$ cat src/rtl/rgb_led_pwm_if.sv
// Handshake bundle between the general-purpose output bus and the RGB LED PWM dimmer.
// The master drives enable and channel requests; the slave returns PWM drive and the period pulse.
interface rgb_led_pwm_if #(
    parameter int unsigned NumChannels = 12
);
    logic                   en_i;
    logic [NumChannels-1:0] chan_i;
    logic [NumChannels-1:0] pwm_o;
    logic                   period_start_o;

    modport master (
        output en_i,
        output chan_i,
        input  pwm_o,
        input  period_start_o
    );

    modport slave (
        input  en_i,
        input  chan_i,
        output pwm_o,
        output period_start_o
    );
endinterface

$ cat src/rtl/rgb_led_pwm.sv
// Multi-channel LED PWM dimmer with brightness cap; levels only change at period boundaries.
// Optional macro RGB_PWM_FADE_EN ramps levels toward their targets instead of stepping.
module rgb_led_pwm #(
    parameter int unsigned NumChannels = 12,
    parameter int unsigned CntWidth    = 8,
    parameter int unsigned PrescaleDiv = 50,
    parameter int unsigned MaxDuty     = 64,
    parameter int unsigned FadeDiv     = 4,
    parameter int unsigned FadeStep    = 1
) (
    input logic          clk_sys_i,
    input logic          rst_sys_i,
    rgb_led_pwm_if.slave bus
);
    localparam int unsigned        PsWidth = (PrescaleDiv > 1) ? $clog2(PrescaleDiv) : 1;
    localparam logic [PsWidth-1:0] PsLast  = PsWidth'(PrescaleDiv - 1);
    localparam logic [CntWidth-1:0] OnLevel = CntWidth'(MaxDuty);

    if (PrescaleDiv < 1) begin : g_bad_prescale
        $error("rgb_led_pwm: PrescaleDiv must be at least 1");
    end
    if (MaxDuty > (2 ** CntWidth) - 1) begin : g_bad_duty
        $error("rgb_led_pwm: MaxDuty must not exceed 2^CntWidth-1");
    end

    logic [PsWidth-1:0]     ps_cnt;
    logic [CntWidth-1:0]    pwm_cnt;
    logic [NumChannels-1:0] chan_q;
    logic [NumChannels-1:0] pwm_q;
    logic                   period_start_q;
    logic [CntWidth-1:0]    level [NumChannels];
    logic                   tick;
    logic                   wrap;

    assign tick = (ps_cnt == PsLast);
    assign wrap = tick && (pwm_cnt == '1);

    assign bus.pwm_o          = pwm_q;
    assign bus.period_start_o = period_start_q;

    always_ff @(posedge clk_sys_i) begin
        if (rst_sys_i) begin
            ps_cnt         <= '0;
            pwm_cnt        <= '0;
            chan_q         <= '0;
            pwm_q          <= '0;
            period_start_q <= 1'b0;
        end else begin
            chan_q         <= bus.chan_i;
            ps_cnt         <= tick ? '0 : ps_cnt + 1'b1;
            period_start_q <= wrap;
            if (tick) begin
                pwm_cnt <= pwm_cnt + 1'b1;
            end
            for (int unsigned i = 0; i < NumChannels; i++) begin
                pwm_q[i] <= bus.en_i && (pwm_cnt < level[i]);
            end
        end
    end

`ifdef RGB_PWM_FADE_EN
    localparam int unsigned          FadeWidth = (FadeDiv > 1) ? $clog2(FadeDiv) : 1;
    localparam logic [FadeWidth-1:0] FadeLast  = FadeWidth'(FadeDiv - 1);
    localparam int unsigned          StepSat   =
        (FadeStep > (2 ** CntWidth) - 1) ? (2 ** CntWidth) - 1 : FadeStep;
    localparam logic [CntWidth-1:0]  Step      = CntWidth'(StepSat);

    if (FadeDiv < 1) begin : g_bad_fade_div
        $error("rgb_led_pwm: FadeDiv must be at least 1");
    end

    logic [FadeWidth-1:0] fade_cnt;
    logic                 fade_now;

    assign fade_now = (fade_cnt == FadeLast);

    // Saturating move toward the target; differences are taken in the right order so no wrap occurs.
    function automatic logic [CntWidth-1:0] fade_toward(input logic [CntWidth-1:0] cur,
                                                        input logic [CntWidth-1:0] tgt);
        if (cur < tgt) begin
            return ((tgt - cur) > Step) ? cur + Step : tgt;
        end else begin
            return ((cur - tgt) > Step) ? cur - Step : tgt;
        end
    endfunction

    always_ff @(posedge clk_sys_i) begin
        if (rst_sys_i) begin
            fade_cnt <= '0;
            for (int unsigned i = 0; i < NumChannels; i++) begin
                level[i] <= '0;
            end
        end else if (wrap) begin
            fade_cnt <= fade_now ? '0 : fade_cnt + 1'b1;
            if (fade_now) begin
                for (int unsigned i = 0; i < NumChannels; i++) begin
                    level[i] <= fade_toward(level[i], chan_q[i] ? OnLevel : '0);
                end
            end
        end
    end
`else
    // Fade parameters have no effect in this build.
    if (FadeDiv == 0 && FadeStep == 0) begin : g_fade_params_unused
    end

    always_ff @(posedge clk_sys_i) begin
        if (rst_sys_i) begin
            for (int unsigned i = 0; i < NumChannels; i++) begin
                level[i] <= '0;
            end
        end else if (wrap) begin
            for (int unsigned i = 0; i < NumChannels; i++) begin
                level[i] <= chan_q[i] ? OnLevel : '0;
            end
        end
    end
`endif
endmodule
$ cat src/flat_wrapper.sv
// flat-port wrapper written by rule: the top's interface ports become plain ports
module rgb_led_pwm_flat 
#(
    parameter int unsigned NumChannels = 12,
    parameter int unsigned CntWidth    = 8,
    parameter int unsigned PrescaleDiv = 50,
    parameter int unsigned MaxDuty     = 64,
    parameter int unsigned FadeDiv     = 4,
    parameter int unsigned FadeStep    = 1
)
  (clk_sys_i, rst_sys_i, bus_en_i, bus_chan_i, bus_pwm_o, bus_period_start_o);
  rgb_led_pwm_if #(.NumChannels(NumChannels)) bus_i ();
  input logic clk_sys_i;
  input logic rst_sys_i;
  input wire logic [$bits(bus_i.en_i)-1:0] bus_en_i;
  input wire logic [$bits(bus_i.chan_i)-1:0] bus_chan_i;
  output wire logic [$bits(bus_i.pwm_o)-1:0] bus_pwm_o;
  output wire logic [$bits(bus_i.period_start_o)-1:0] bus_period_start_o;
  assign bus_i.en_i = bus_en_i;
  assign bus_i.chan_i = bus_chan_i;
  assign bus_pwm_o = bus_i.pwm_o;
  assign bus_period_start_o = bus_i.period_start_o;
  rgb_led_pwm #(.NumChannels(NumChannels), .CntWidth(CntWidth), .PrescaleDiv(PrescaleDiv), .MaxDuty(MaxDuty), .FadeDiv(FadeDiv), .FadeStep(FadeStep)) u_core (.clk_sys_i(clk_sys_i), .rst_sys_i(rst_sys_i), .bus(bus_i));
endmodule
$ cat config.mk
export PLATFORM = sky130hd
export DESIGN_NAME = rgb_led_pwm_flat
export DESIGN_NICKNAME = d
export VERILOG_FILES = /design/src/rtl/rgb_led_pwm_if.sv /design/src/rtl/rgb_led_pwm.sv /design/src/flat_wrapper.sv
export SDC_FILE = /design/constraint.sdc
export NUM_CORES = 1
export LEC_CHECK = 0
export ABC_AREA = 1
export CAP_MARGIN = 30
export CORE_UTILIZATION = 28
export DETAILED_ROUTE_END_ITERATION = 8
export SLEW_MARGIN = 20
export SYNTH_ARGS = -nofsm -noshare
export SYNTH_HDL_FRONTEND = slang
export SYNTH_SLANG_ARGS = --single-unit
$ cat constraint.sdc
create_clock -name clk_sys_i -period 2.4 [get_ports clk_sys_i]
set_input_delay 0.24 -clock clk_sys_i [delete_from_list [all_inputs] [get_ports clk_sys_i]]
set_output_delay 0.24 -clock clk_sys_i [all_outputs]
set_load 0.005 [all_outputs]
==> impl_metrics.tcl, run 1 <==
set metrics [dict create \
    period_share 0.737 \
    required_ns 2.36 \
    hold_path.class "primary input to flop" \
    tns_ns 0 \
    fin_ws_ns 0.632 \
    slew_violations 0 \
    placed_cell_area_mm2 0.00225 \
    leakagePower_nw 0.945 \
    area_growth_pct 23.6 \
    start_kind "flop" \
    rows 29 \
    grt_overflow 0 \
    tightestPinTransition_ns 0.446 \
    fin_crit_ns 1.77 \
    hpwlAfterDp_um 2000 \
    cts_hold_buf 0 \
    ys_top_cells_by_area "dfxtp_1, edfxtp_1, inv_1" \
    yosys_warnings 0 \
    status "complete, no violations" \
    ant_nets 0 \
    skew_ns 0.00485 \
    routedWlPerCell_um 8.79 \
    synthTopCellsByCount "dfxtp_1, inv_1, nor2_1, nand2_1" \
    synth_nets 221 \
    syn_area_mm2 0.00192 \
    cts_max_level 2 \
    max_freq_mhz 565 \
    dp_slack_ns 0.626 \
    drc 0 \
    initial_core_util 0.297 \
    drt_wl_total_um 2720 \
    synth-edff-count 12 \
    gp_congestion 0.749 \
    rsz0062_at_grt "false" \
    cts_buffers 5 \
    finalHoldViolCount 0 \
    first_pass_iters 4 \
    yosysUniqueCellTypes 26 \
    dr.first_iter.drc_count 49 \
    clockBufferDepth 2 \
    antenna_found_initial 0 \
    yosysMostFrequentCell "dfxtp_1" \
    nFillCells 673 \
    cts.clk_slew.worst_paths_ns 0.09 \
    setup_violations 0 \
    cp-end-kind "flop" \
    fin_area_mm2 0.00237 \
    cts.sinks 51 \
    grt_max_degree 18 \
    drive_above_1_share 0.137 \
    critPathKind "flop to flop" \
    io_buffer_count 27 \
    via_count 1221 \
    synth_top_cell_by_area "dfxtp_1" \
    diodes 0 \
    ios 28 \
    ys_ff_latch 51 \
    whs_ns 0.448 \
    maxCapViolCount 0 \
    p_per_area_mw_per_mm2 675 \
    via_per_inst 3.94 \
    critPathArrivalTime_ns 1.73 \
    seq_area_mm2 0.00114 \
    ys_async_sr_fraction 0 \
    post_cts_resized 0 \
    dieArea_mm2 0.00718 \
    relSlewSlack 0.702 \
    ys_seq_area_frac 0.596 \
    dieWidth_um 84.7 \
    coreArea_mm2 0.00646 \
    post_cts_buffers 0 \
    critical_path.max_fanout 12 \
    clock_latency_ns 0.30 \
    synth_ff_type "dfxtp_1" \
    ir_drop_v 0.000245 \
    synth_top_area_frac 0.408 \
    die-height_um 84.7 \
    syn_area_per_cell_um2 9.44 \
    track_usage 0.0877 \
    grt_pass1_vias 1113 \
    multi_input_area_um2 598 \
    synthCells 203 \
    cts-root-buf "clkbuf_8" \
    final_nets 250 \
    tritoncts "built" \
    grt_pass1_wl_um 4930 \
]
==> cell usage in the layout (no fill, tap or decap) <==
cell / instances
nand2_1: 19
nor3_1: 2
nor2_1: 31
a21oi_1: 6
clkinv_4: 1
dfxtp_1: 39
inv_1: 35
inv_2: 2
inv_6: 1
nand3_2: 1
or2_2: 2
xor2_1: 2
nand3_1: 8
ha_1: 3
clkdlybuf4s50_1: 27
nand2_2: 4
clkbuf_8: 5
nand4_1: 1
nor2_2: 10
nor3b_1: 12
nor2_4: 3
o21ai_0: 3
xnor2_1: 1
edfxtp_1: 12
nand2_4: 1
bufinv_16: 1
buf_4: 1
==> stage by stage <==
step / power [mW] / util / cells
finish: 1.60 / 0.367 / 310
CTS: 1.62 / 0.367 / 310
detailed placement: 1.03 / 0.349 / 302
floorplan: 0.983 / - / 203
global route: 1.68 / 0.367 / 310
global placement: 1.03 / 0.349 / 302
==> cell families after synthesis <==
logic type,synth area share
AND/OR/NAND/NOR,0.255
XOR/XNOR,0.0137
AO/OA/AOI/OAI,0.0235
buffers and inverters,0.0921
adder cells (fa/ha/maj),0.0196
flip-flops,0.596
==> sequential cells by signal, indices dropped and copies added (netlist names) <==
signal and count:
u_core.bus.period_start_o 1, u_core.level 12, u_core.bus.pwm_o 12, u_core.ps_cnt 6
u_core.chan_q 12, u_core.pwm_cnt 8
==> report_power, final <==
group	switching, mW	internal, mW	total [mW]
clock network	0.276	0.316	0.592
registers	0.0120	0.909	0.921
logic	0.0371	0.0498	0.0869
==> worst max-delay path, cell delays in order, from the launching register on <==
cell and delay, ns:
dfxtp_1 0.43, ha_1 0.22, nand2_2 0.07, nor2_4 0.10, nand2_4 0.09, nor2_4 0.14
nand2_1 0.06, nand2_1 0.34
==> worst paths after layout <==
| path | startpoint | end | slack, ns | depth (start not counted) |
|---|---|---|---|---|
| setup / recovery | u_core.ps_cnt[0]$_SDFF_PP0_ | u_core.level[0][62]$_SDFFCE_PN0P_ | 0.63 | 7 |
| hold / removal | bus_chan_i[9] | u_core.chan_q[9]$_SDFF_PP0_ | 0.45 | 3 |
| setup reg to reg | u_core.ps_cnt[0]$_SDFF_PP0_ | u_core.level[0][62]$_SDFFCE_PN0P_ | 0.63 | 7 |
| hold reg to reg | u_core.pwm_cnt[4]$_SDFFE_PP0P_ | u_core.pwm_cnt[4]$_SDFFE_PP0P_ | 0.45 | 2 |
==> final cells by class <==
type | count | area share
inverters | 37 | 0.0586
clock buffers | 5 | 0.0291
flip-flops and latches | 51 | 0.482
well taps | 77 | 0.0407
repair buffers | 28 | 0.117
clock inverters | 3 | 0.0201
multi-input cells | 109 | 0.253
==> routing by layer <==
metal	vias up	track usage	share of wire
li1	674	-	-
met1	520	0.119	0.50
met2	22	0.120	0.42
met3	5	0.0334	0.048
met4	0	0.0462	0.027
met5	-	0	0
No activity file was read; power rests on OpenSTA's default activity.
==> run 2: changes to the inputs <==
==> constraint.sdc (replaced) <==
create_clock -name clk_sys_i -period 1.6 [get_ports clk_sys_i]
set_input_delay 0.16 -clock clk_sys_i [delete_from_list [all_inputs] [get_ports clk_sys_i]]
set_output_delay 0.16 -clock clk_sys_i [all_outputs]
set_load 0.005 [all_outputs]
==> run 2 against run 1 <==
  * The flow now finishes with violations (DRC)
  * Via count rose by 0.82%
  * Die area unchanged
  * Clock skew barely moved
  * Count of clock-buffer cells in the layout unchanged
  * Total power rose by 51%
  * Critical endpoint is now u_core.level[0][48]$_SDFFCE_PN0P_
  * Non-clock buffer count grew 3
  * Largest cell class unchanged
  * Clock power is 50% higher
  * Critical path type unchanged
  * Sequential cell count stayed put
==> impl_metrics.tcl, run 2 (synthesis results as in run 1) <==
set metrics [dict create \
    finalHoldViolCount 0 \
    dr.first_iter.drc_count 49 \
    cp-end-kind "flop" \
    io_buffer_count 27 \
    dp_slack_ns 0.0230 \
    mostFrequentLayoutCells "dfxtp_1, inv_1, nor2_1, clkdlybuf4s50_1, nand2_1" \
    diodes 0 \
    rows 29 \
    ios 28 \
    failed_checks "DRC" \
    nFillCells 644 \
    post-route-util 0.374 \
    gp_congestion 0.768 \
    fin_crit_ns 1.52 \
    cts.sinks 51 \
    slew_violations 0 \
    whs_ns 0.363 \
    status "complete, but fails checks" \
    final_common_cell "dfxtp_1" \
    critPathKind "flop to flop" \
    skew_ns 0.00479 \
    grt_overflow 0 \
    rr_startpoint "u_core.pwm_cnt[0]$_SDFFE_PP0P_" \
    clock_latency_ns 0.30 \
    first_pass_iters 8 \
    clockBufferDepth 2 \
    leakagePower_nw 0.962 \
    tns_ns 0 \
    cts.clk_slew.worst_paths_ns 0.09 \
    via_count 1231 \
    grt_pass1_vias 1149 \
    hpwlAfterDp_um 2060 \
    grt_pass1_wl_um 4970 \
    cts_max_level 2 \
    hold_path.class "primary input to flop" \
    antenna_found_initial 0 \
    routedWlPerCell_um 9.13 \
    dieArea_mm2 0.00718 \
    grt_max_degree 18 \
    initial_core_util 0.297 \
    required_ns 1.61 \
    drt_wl_total_um 2870 \
    drive_above_1_share 0.160 \
    period_share 0.949 \
    critPathArrivalTime_ns 1.53 \
    ant_nets 0 \
    fin_ws_ns 0.0810 \
    start_kind "flop" \
    cp-startpoint "u_core.pwm_cnt[0]$_SDFFE_PP0P_" \
    ir_drop_v 0.000395 \
    cts-root-buf "clkbuf_8" \
    hold_start "bus_chan_i[11]" \
    maxCapViolCount 0 \
    design_power_total_mw 2.41 \
    tightestPinTransition_ns 0.395 \
    seq_area_mm2 0.00114 \
    setup_violations 0 \
    via_per_inst 3.92 \
    drc 2 \
    area_growth_pct 26.3 \
    p_per_area_mw_per_mm2 998 \
    multi_input_area_um2 627 \
    max_freq_mhz 658 \
    dieWidth_um 84.7 \
    cts_buffers 5 \
    final_nets 254 \
    tritoncts "built" \
    rsz0062_at_grt "true" \
    die-height_um 84.7 \
    relSlewSlack 0.736 \
    coreArea_mm2 0.00646 \
    critical_path.max_fanout 6 \
    track_usage 0.0895 \
]
-- run 2: worst max-delay path, cell delays in order (launching register included) --
cell     delay (ns)
dfxtp_1        0.37
ha_1           0.19
nand2_2        0.09
nor2_2         0.14
nand2_2        0.08
nor2_4         0.14
nand2_2        0.11
nand2_4        0.11
-- run 2: layout make-up --
| cell class | instances | area share |
|---|---|---|
| inverters | 37 | 0.0574 |
| flip-flops and latches | 51 | 0.472 |
| multi-input cells | 110 | 0.259 |
| clock inverters | 3 | 0.0191 |
| well taps | 77 | 0.0398 |
| repair buffers | 31 | 0.124 |
| clock buffers | 5 | 0.0285 |
-- run 2: report_power, final --
| group | switching, mW | total [mW] | internal [mW] |
|---|---|---|---|
| Clock | 0.418 | 0.888 | 0.471 |
| Sequential | 0.0146 | 1.38 | 1.36 |
| Combinational | 0.0636 | 0.147 | 0.0836 |
| Total | 0.496 | 2.41 | 1.92 |
-- run 2: final timing paths --
check                                      endpoint  slack, ns  depth (start not counted)
setup / recovery  u_core.level[0][48]$_SDFFCE_PN0P_       0.08                          7
hold / removal         u_core.chan_q[11]$_SDFF_PP0_       0.36                          3
setup reg to reg  u_core.level[0][48]$_SDFFCE_PN0P_       0.08                          7
hold reg to reg      u_core.pwm_cnt[4]$_SDFFE_PP0P_       0.45                          2
-- run 2: layer usage --
layer,wire length [um],GRT usage
met1,1420,0.110
met3,140,0.0305
met5,0,0
met2,1250,0.141
met4,57,0.0416
-- run 2: through the flow --
stage / instance area [um2] / cells
4_1_cts: 2400 / 313
2_1_floorplan: 1920 / 203
6_report: 2420 / 314
3_5_place_dp: 2280 / 305
5_1_grt: 2420 / 314
3_3_place_gp: 2280 / 305
-- run 2: what timing repair did --
action                                  4_1_cts  5_1_grt
cloned                                        0        1
setup buffers                                 0        0
endpoints found under the setup margin       17       12
pin swaps                                     0        0
hold buffers                                  0        0
gates resized for setup                       2        2
==> run 3: changes to the inputs <==
--- a/config.mk
+++ b/config.mk
@@ -9,6 +9,7 @@
 export CAP_MARGIN = 30
 export CORE_UTILIZATION = 28
 export DETAILED_ROUTE_END_ITERATION = 8
+export GPL_ROUTABILITY_DRIVEN = 0
 export SLEW_MARGIN = 20
 export SYNTH_ARGS = -nofsm -noshare
 export SYNTH_HDL_FRONTEND = slang
==> results of run 3 <==
Final layout, timing and power as in run 2 (identical DEF).
